### src/rtl/apb_qch_ctrl.sv
// ---------------------------------------------------------------------------------------------
// apb_qch_ctrl
//
// Q-channel quiescence controller for the always-on side of an APB isolator. Requests
// quiescence on a software stop or after a programmable run of idle cycles, sequences the
// gated domain's power switch, and wakes the domain on APB activity, wake_i or software
// release. The domain boots to RUN on its own: the reset state EXIT matches the isolator,
// which holds qacceptn low during its own reset.
//
// Optional feature macro: QCH_TIMEOUT_EN
//   defined   - sticky timeout_o flags a Q-channel handshake stuck in REQ or EXIT for TO_CYC
//               cycles; to_clr_i clears it (a new timeout in the same cycle wins)
//   undefined - timeout_o is constant 0, to_clr_i is ignored, no counter is built
//
// Ports
//   pclk_i       in   clock
//   presetn_i    in   asynchronous active-low reset
//   sw_stop_i    in   level, 1 = software demands the domain stopped
//   auto_en_i    in   1 = idle-timer auto stop enabled
//   idle_thr_i   in   idle cycles required before auto stop
//   wake_i       in   level wake request from always-on logic
//   to_clr_i     in   pulse, clears timeout_o
//   qreqn_o      out  Q-channel request (0 = request quiescence)
//   qacceptn_i   in   Q-channel accept from the isolator
//   qdeny_i      in   Q-channel deny from the isolator
//   qactive_i    in   activity hint from the isolator
//   pwr_off_o    out  1 = switch off gated domain power
//   stopped_o    out  1 = state STOPPED
//   state_o      out  STOPPED=0 PWRUP=1 EXIT=2 RUN=3 REQ=4 DENIED=5
//   timeout_o    out  sticky handshake-timeout flag
// ---------------------------------------------------------------------------------------------
module apb_qch_ctrl #(
    parameter int unsigned IDLE_W  = 8,
    parameter int unsigned PWR_DLY = 4,
    parameter int unsigned TO_CYC  = 64
) (
    input  logic              pclk_i,
    input  logic              presetn_i,
    input  logic              sw_stop_i,
    input  logic              auto_en_i,
    input  logic [IDLE_W-1:0] idle_thr_i,
    input  logic              wake_i,
    input  logic              to_clr_i,
    output logic              qreqn_o,
    input  logic              qacceptn_i,
    input  logic              qdeny_i,
    input  logic              qactive_i,
    output logic              pwr_off_o,
    output logic              stopped_o,
    output logic [2:0]        state_o,
    output logic              timeout_o
);

    localparam int unsigned     DLY_W    = (PWR_DLY < 2) ? 1 : $clog2(PWR_DLY + 1);
    localparam logic [DLY_W-1:0] DLY_LAST = DLY_W'(PWR_DLY - 1);

    typedef enum logic [2:0] {
        StStopped = 3'd0,
        StPwrup   = 3'd1,
        StExit    = 3'd2,
        StRun     = 3'd3,
        StReq     = 3'd4,
        StDenied  = 3'd5
    } state_e;

    state_e              state_q, state_d;
    logic [IDLE_W-1:0]   idle_cnt_q, idle_cnt_d;
    logic [DLY_W-1:0]    dly_cnt_q, dly_cnt_d;
    logic                qreqn_q, qreqn_d;
    logic                pwr_off_q, pwr_off_d;
    logic                stopped_q, stopped_d;
    logic                stop_req, exit_req;

    assign stop_req = sw_stop_i | (auto_en_i & ~qactive_i & (idle_cnt_q >= idle_thr_i));
    assign exit_req = ~sw_stop_i & (wake_i | qactive_i | ~auto_en_i);

    // Next-state, delay counter and power-switch decode
    always_comb begin
        state_d   = state_q;
        dly_cnt_d = dly_cnt_q;
        pwr_off_d = 1'b0;
        case (state_q)
            StExit: begin
                if (qacceptn_i) state_d = StRun;
            end
            StRun: begin
                if (stop_req) state_d = StReq;
            end
            StReq: begin
                // Accept wins over a simultaneous deny; the request is never withdrawn.
                if (!qacceptn_i) begin
                    state_d   = StStopped;
                    dly_cnt_d = '0;
                end else if (qdeny_i) begin
                    state_d = StDenied;
                end
            end
            StDenied: begin
                if (!qdeny_i) state_d = StRun;
            end
            StStopped: begin
                pwr_off_d = pwr_off_q;
                if (exit_req) begin
                    // Power still on: skip the power-up wait and go straight to EXIT.
                    state_d   = pwr_off_q ? StPwrup : StExit;
                    dly_cnt_d = '0;
                    pwr_off_d = 1'b0;
                end else if (!pwr_off_q) begin
                    dly_cnt_d = dly_cnt_q + DLY_W'(1);
                    if (dly_cnt_q == DLY_LAST) pwr_off_d = 1'b1;
                end
            end
            StPwrup: begin
                if (dly_cnt_q == DLY_LAST) begin
                    state_d   = StExit;
                    dly_cnt_d = '0;
                end else begin
                    dly_cnt_d = dly_cnt_q + DLY_W'(1);
                end
            end
            default: begin
                state_d   = StExit;
                dly_cnt_d = '0;
            end
        endcase
    end

    // Request is held low from REQ until the domain is back in EXIT.
    always_comb begin
        qreqn_d   = ~((state_d == StReq) || (state_d == StStopped) || (state_d == StPwrup));
        stopped_d = (state_d == StStopped);
    end

    // Saturating idle counter, only live while running with auto stop enabled
    always_comb begin
        if (qactive_i || !auto_en_i || (state_q != StRun)) begin
            idle_cnt_d = '0;
        end else if (idle_cnt_q == {IDLE_W{1'b1}}) begin
            idle_cnt_d = idle_cnt_q;
        end else begin
            idle_cnt_d = idle_cnt_q + IDLE_W'(1);
        end
    end

    always_ff @(posedge pclk_i or negedge presetn_i) begin
        if (!presetn_i) begin
            state_q    <= StExit;
            qreqn_q    <= 1'b1;
            pwr_off_q  <= 1'b0;
            stopped_q  <= 1'b0;
            idle_cnt_q <= '0;
            dly_cnt_q  <= '0;
        end else begin
            state_q    <= state_d;
            qreqn_q    <= qreqn_d;
            pwr_off_q  <= pwr_off_d;
            stopped_q  <= stopped_d;
            idle_cnt_q <= idle_cnt_d;
            dly_cnt_q  <= dly_cnt_d;
        end
    end

    assign qreqn_o   = qreqn_q;
    assign pwr_off_o = pwr_off_q;
    assign stopped_o = stopped_q;
    assign state_o   = state_q;

`ifdef QCH_TIMEOUT_EN
    localparam int unsigned TO_W = $clog2(TO_CYC + 1);

    logic [TO_W-1:0] to_cnt_q, to_cnt_d;
    logic            timeout_q, timeout_d;
    logic            to_wait, to_hit;

    assign to_wait = (state_q == StReq) || (state_q == StExit);
    assign to_hit  = to_wait && (to_cnt_q == TO_W'(TO_CYC - 1));

    // Counter saturates at TO_CYC so a cleared flag is not re-set by the same stuck handshake.
    always_comb begin
        to_cnt_d = '0;
        if (to_wait) begin
            to_cnt_d = (to_cnt_q == TO_W'(TO_CYC)) ? to_cnt_q : to_cnt_q + TO_W'(1);
        end
        timeout_d = timeout_q;
        if (to_clr_i) timeout_d = 1'b0;
        if (to_hit)   timeout_d = 1'b1;
    end

    always_ff @(posedge pclk_i or negedge presetn_i) begin
        if (!presetn_i) begin
            to_cnt_q  <= '0;
            timeout_q <= 1'b0;
        end else begin
            to_cnt_q  <= to_cnt_d;
            timeout_q <= timeout_d;
        end
    end

    assign timeout_o = timeout_q;
`else
    logic unused_to;
    assign unused_to = to_clr_i | (TO_CYC == 32'd0);
    assign timeout_o = 1'b0;
`endif

endmodule

### config.mk
export PLATFORM = sky130hd
export DESIGN_NAME = apb_qch_ctrl
export DESIGN_NICKNAME = d
export VERILOG_FILES = /design/src/rtl/apb_qch_ctrl.sv
export SDC_FILE = /design/constraint.sdc
export NUM_CORES = 1
export LEC_CHECK = 0
export CELL_PAD_IN_SITES_DETAIL_PLACEMENT = 1
export CELL_PAD_IN_SITES_GLOBAL_PLACEMENT = 2
export CORE_ASPECT_RATIO = 1.25
export CORE_UTILIZATION = 37
export CTS_CLUSTER_SIZE = 20
export DETAILED_ROUTE_END_ITERATION = 10
export DONT_BUFFER_PORTS = 1
export PLACE_DENSITY = 0.82
export SLEW_MARGIN = 20
export SYNTH_ARGS = -nofsm -noshare
export SYNTH_HDL_FRONTEND = slang
export SYNTH_SLANG_ARGS = --single-unit
### constraint.sdc
create_clock -name pclk_i -period 2.2 [get_ports pclk_i]
set_input_delay 0.44 -clock pclk_i [delete_from_list [all_inputs] [get_ports pclk_i]]
set_output_delay 0.44 -clock pclk_i [all_outputs]
set_load 0.05 [all_outputs]
==> reports/metrics.yaml <==
drt:
  wl_per_cell_um: 14.9
  routed_wirelength_um: 2620
  drc_errors: 0
  firstDrtPassIters: 2
  detail-route-antenna-nets: 0
  drtIter0Drc: 8
  viasPerCell: 5.48
  vias: 964
floorplan:
  die-area_sq_um: 3470
  dieWidth_um: 52.9
  coreArea_sq_um: 3000
  start_util_pct: 39.9
  die-height_um: 65.6
  row_count: 22
  io_pins: 24
global_routing:
  grt_util_all_layers_pct: 17.4
  grt-ovfl-total: 0
  grt_pass1_vias: 1065
  grt_pass1_wl_um: 4370
  antenna_found_initial: 0
  grt_max_degree: 18
timing:
  max_freq_mhz: 548
  period_share_pct: 82.9
  slew_violations: 0
  tightest_slew_ns: 0.813
  setup_viol: 0
  period_minus_slack_ns: 1.82
  timing.slew.headroom_pct: 45.6
  hold_viol_final: 0
  setup_tns_ns: 0
  rsz0062_at_grt: "false"
  finClkSkew_ns: 0.00432
logic_synthesis:
  synth-seq-area-share_pct: 35.8
  yosys_register_bits: 17
  ys_warn_count: 0
  netlist_area_sq_um: 1200
  synthCells: 135
  syn_area_per_cell_sq_um: 8.86
  synth_nets: 164
  ys_types: 45
critical_path:
  cp_top_family: "compound AO/OA/AOI/OAI gates"
  cp.required_ns: 2.43
  crit_type: "flop to flop"
  crit_start: "idle_cnt_q[0]"
  crit_chain: "inv_1 -> ha_1 -> nand2b_1 -> a2111oi_0 -> o221a_2 -> nor2_1 -> o21ai_1"
  crit_end: "qreqn_o"
  cp-start-kind: "flop"
  regToRegStartpoint: "idle_cnt_q[0]"
  end_kind: "flop"
  crit_path_max_incr_delay_ns: 0.42
  path_max_fanout: 4
  rrSetupSlack_ns: 0.38
  cp_num_cells: 7
  slowest_stage: "dfrtp_1"
  worst_r2r_endpoint: "qreqn_o"
  critPathBufInv: 1
  r2r_cells: 7
  arrival_ns: 2.05
power_and_ir_drop:
  power_frac_comb_pct: 43.0
  p_int_uw: 676
  power_density_nw_per_um2: 976
  swShare_pct: 45.8
  p_clk_share_pct: 13.5
  max-vdd-ir-drop_v: 0.000449
  leakage_uw: 0.000621
  switchingPower_uw: 571
  p_seq_share_pct: 43.5
status:
  status: "finished clean"
finish:
  diodes: 0
  drive_above_1_share_pct: 10.7
  final_area_sq_um: 1280
  fillers: 365
  area.growth.synth_to_final_pct: 6.80
  num-nets-final: 170
clock_tree:
  clkLatencyLatePin_ns: 0.29
  clk_pin_slew_worst_paths_ns: 0.10
  ctsRootBufferMaster: "clkbuf_4"
  cts_tree: "done"
  clk_path_buf_depth: 2
  numCtsBuffers: 3
  cts_sinks: 17
  cts_max_level: 1
placement:
  gp_congestion: 0.728
  place_area_sq_um: 1240
  dp_hpwl_um: 2130
  io_buffers: 0
flow_run:
  cap_violations: 0
worst_hold_path:
  hold_class: "input port to flop"
  min_path_cells: 2
==> placed cells by master, fill, tap and decap left out, types with 2 or more instances in the layout <==
master and n:
a21oi_1 6, a31oi_1 2, and3_1 4, buf_4 4
clkbuf_4 3, dfrtp_1 15, dfstp_2 2, ha_1 12
inv_1 16, mux2_1 2, mux2i_1 2, nand2_1 10
nand2b_1 4, nand3_1 3, nor2_1 15, nor2b_1 2
nor3_1 3, o211ai_1 2, o21a_1 2, o21ai_0 2
o21ai_1 4
==> worst min-delay path by stage <==
stage                         start             to  slack [ns]
final                     sw_stop_i      pwr_off_o        0.43
after global routing      sw_stop_i      pwr_off_o        0.44
after CTS                 sw_stop_i      pwr_off_o        0.43
after detailed placement  presetn_i  idle_cnt_q[7]        0.14
after global placement    presetn_i  idle_cnt_q[7]        0.14
after floorplan           presetn_i   dly_cnt_q[0]        0.14
==> power groups by stage <==
| stage | Combinational (uW) | Clock, uW | Sequential, uW |
|---|---|---|---|
| after global placement | 515 | 0 | 550 |
| after floorplan | 403 | 0 | 582 |
| after detailed placement | 535 | 0 | 549 |
| final | 536 | 168 | 543 |
| after global routing | 599 | 191 | 555 |
| after CTS | 546 | 183 | 543 |
==> cell type report <==
type,instances,area (sq um),share of cell area [%]
multi-input combinational,98,677,53.0
tap,36,45.0,3.53
clock buffer,3,22.5,1.76
clock inverter,1,5.00,0.392
inverter,16,60.1,4.70
timing repair buffer,5,40.0,3.13
sequential,17,428,33.5
==> synth_stat cells, drive strengths merged <==
cell	number	area, sq um
conb	1	3.75
a31oi	2	12.5
o21bai	1	7.51
nand3	3	15.0
dfrtp	15	375
a221oi	1	8.76
a31o	1	8.76
o22ai	1	6.26
o221a	1	11.3
mux2i	2	20.0
and2b	1	7.51
dfstp	2	52.6
and2	2	12.5
nor2	15	56.3
xor2	1	8.76
and3b	1	8.76
nor2b	2	12.5
buf	4	31.3
a21oi	6	30.0
o21ai	6	30.0
nand4	1	6.26
o2111ai	1	8.76
o211ai	2	15.0
o31ai	1	7.51
inv	16	60.1
and3	4	25.0
o21a	2	15.0
a221o	1	11.3
xnor2	1	8.76
a211oi	1	12.5
a21o	1	7.51
ha	12	150
a2111oi	1	8.76
nor4b	1	8.76
or3	1	11.3
nand2	10	37.5
mux2	2	22.5
nand2b	4	25.0
o32a	1	10.0
nor3	4	25.0
==> cell families (layout without fill, tap and decap cells) <==
family	Yosys count	count (layout)	share of synthesized area, %
other cells	1	1	0.314
flops	17	17	35.8
xor+xnor	2	2	1.46
fa+ha+maj	12	12	12.6
mux	4	4	3.56
compound gates	30	30	17.7
buf+inv	20	25	7.64
simple gates	49	49	21.0
==> routing by layer <==
metal	GRT usage [%]	vias to the layer above	part of all wire [%]
met5	0	-	0
met2	33.5	16	55
met4	8.88	0	2.0
met3	1.39	5	2.6
li1	-	479	-
met1	17.7	464	40
==> flip-flops by register name, summed over array words and instances, names as in the netlist <==
name / flops
qreqn_o: 1
state_o: 3
idle_cnt_q: 8
pwr_off_o: 1
stopped_o: 1
dly_cnt_q: 3
==> through the flow <==
stage	utilization [%]	setup WS (ns)	hold WS [ns]	instances	power, uW
after floorplan	-	0.400	0.144	135	984
after global placement	41.3	0.365	0.145	171	1070
after detailed placement	41.3	0.317	0.145	171	1080
after CTS	42.6	0.335	0.427	176	1270
after global routing	42.6	0.236	0.437	176	1340
final	42.6	0.377	0.425	176	1250
==> timing repair <==
item | 4_1_cts | 5_1_grt
setup buffers | 0 | 0
resized for setup | 0 | 0
hold buffers | 1 | 0
hold endpoints to repair | 17 | 0
Power figures use the tool's default switching activity.
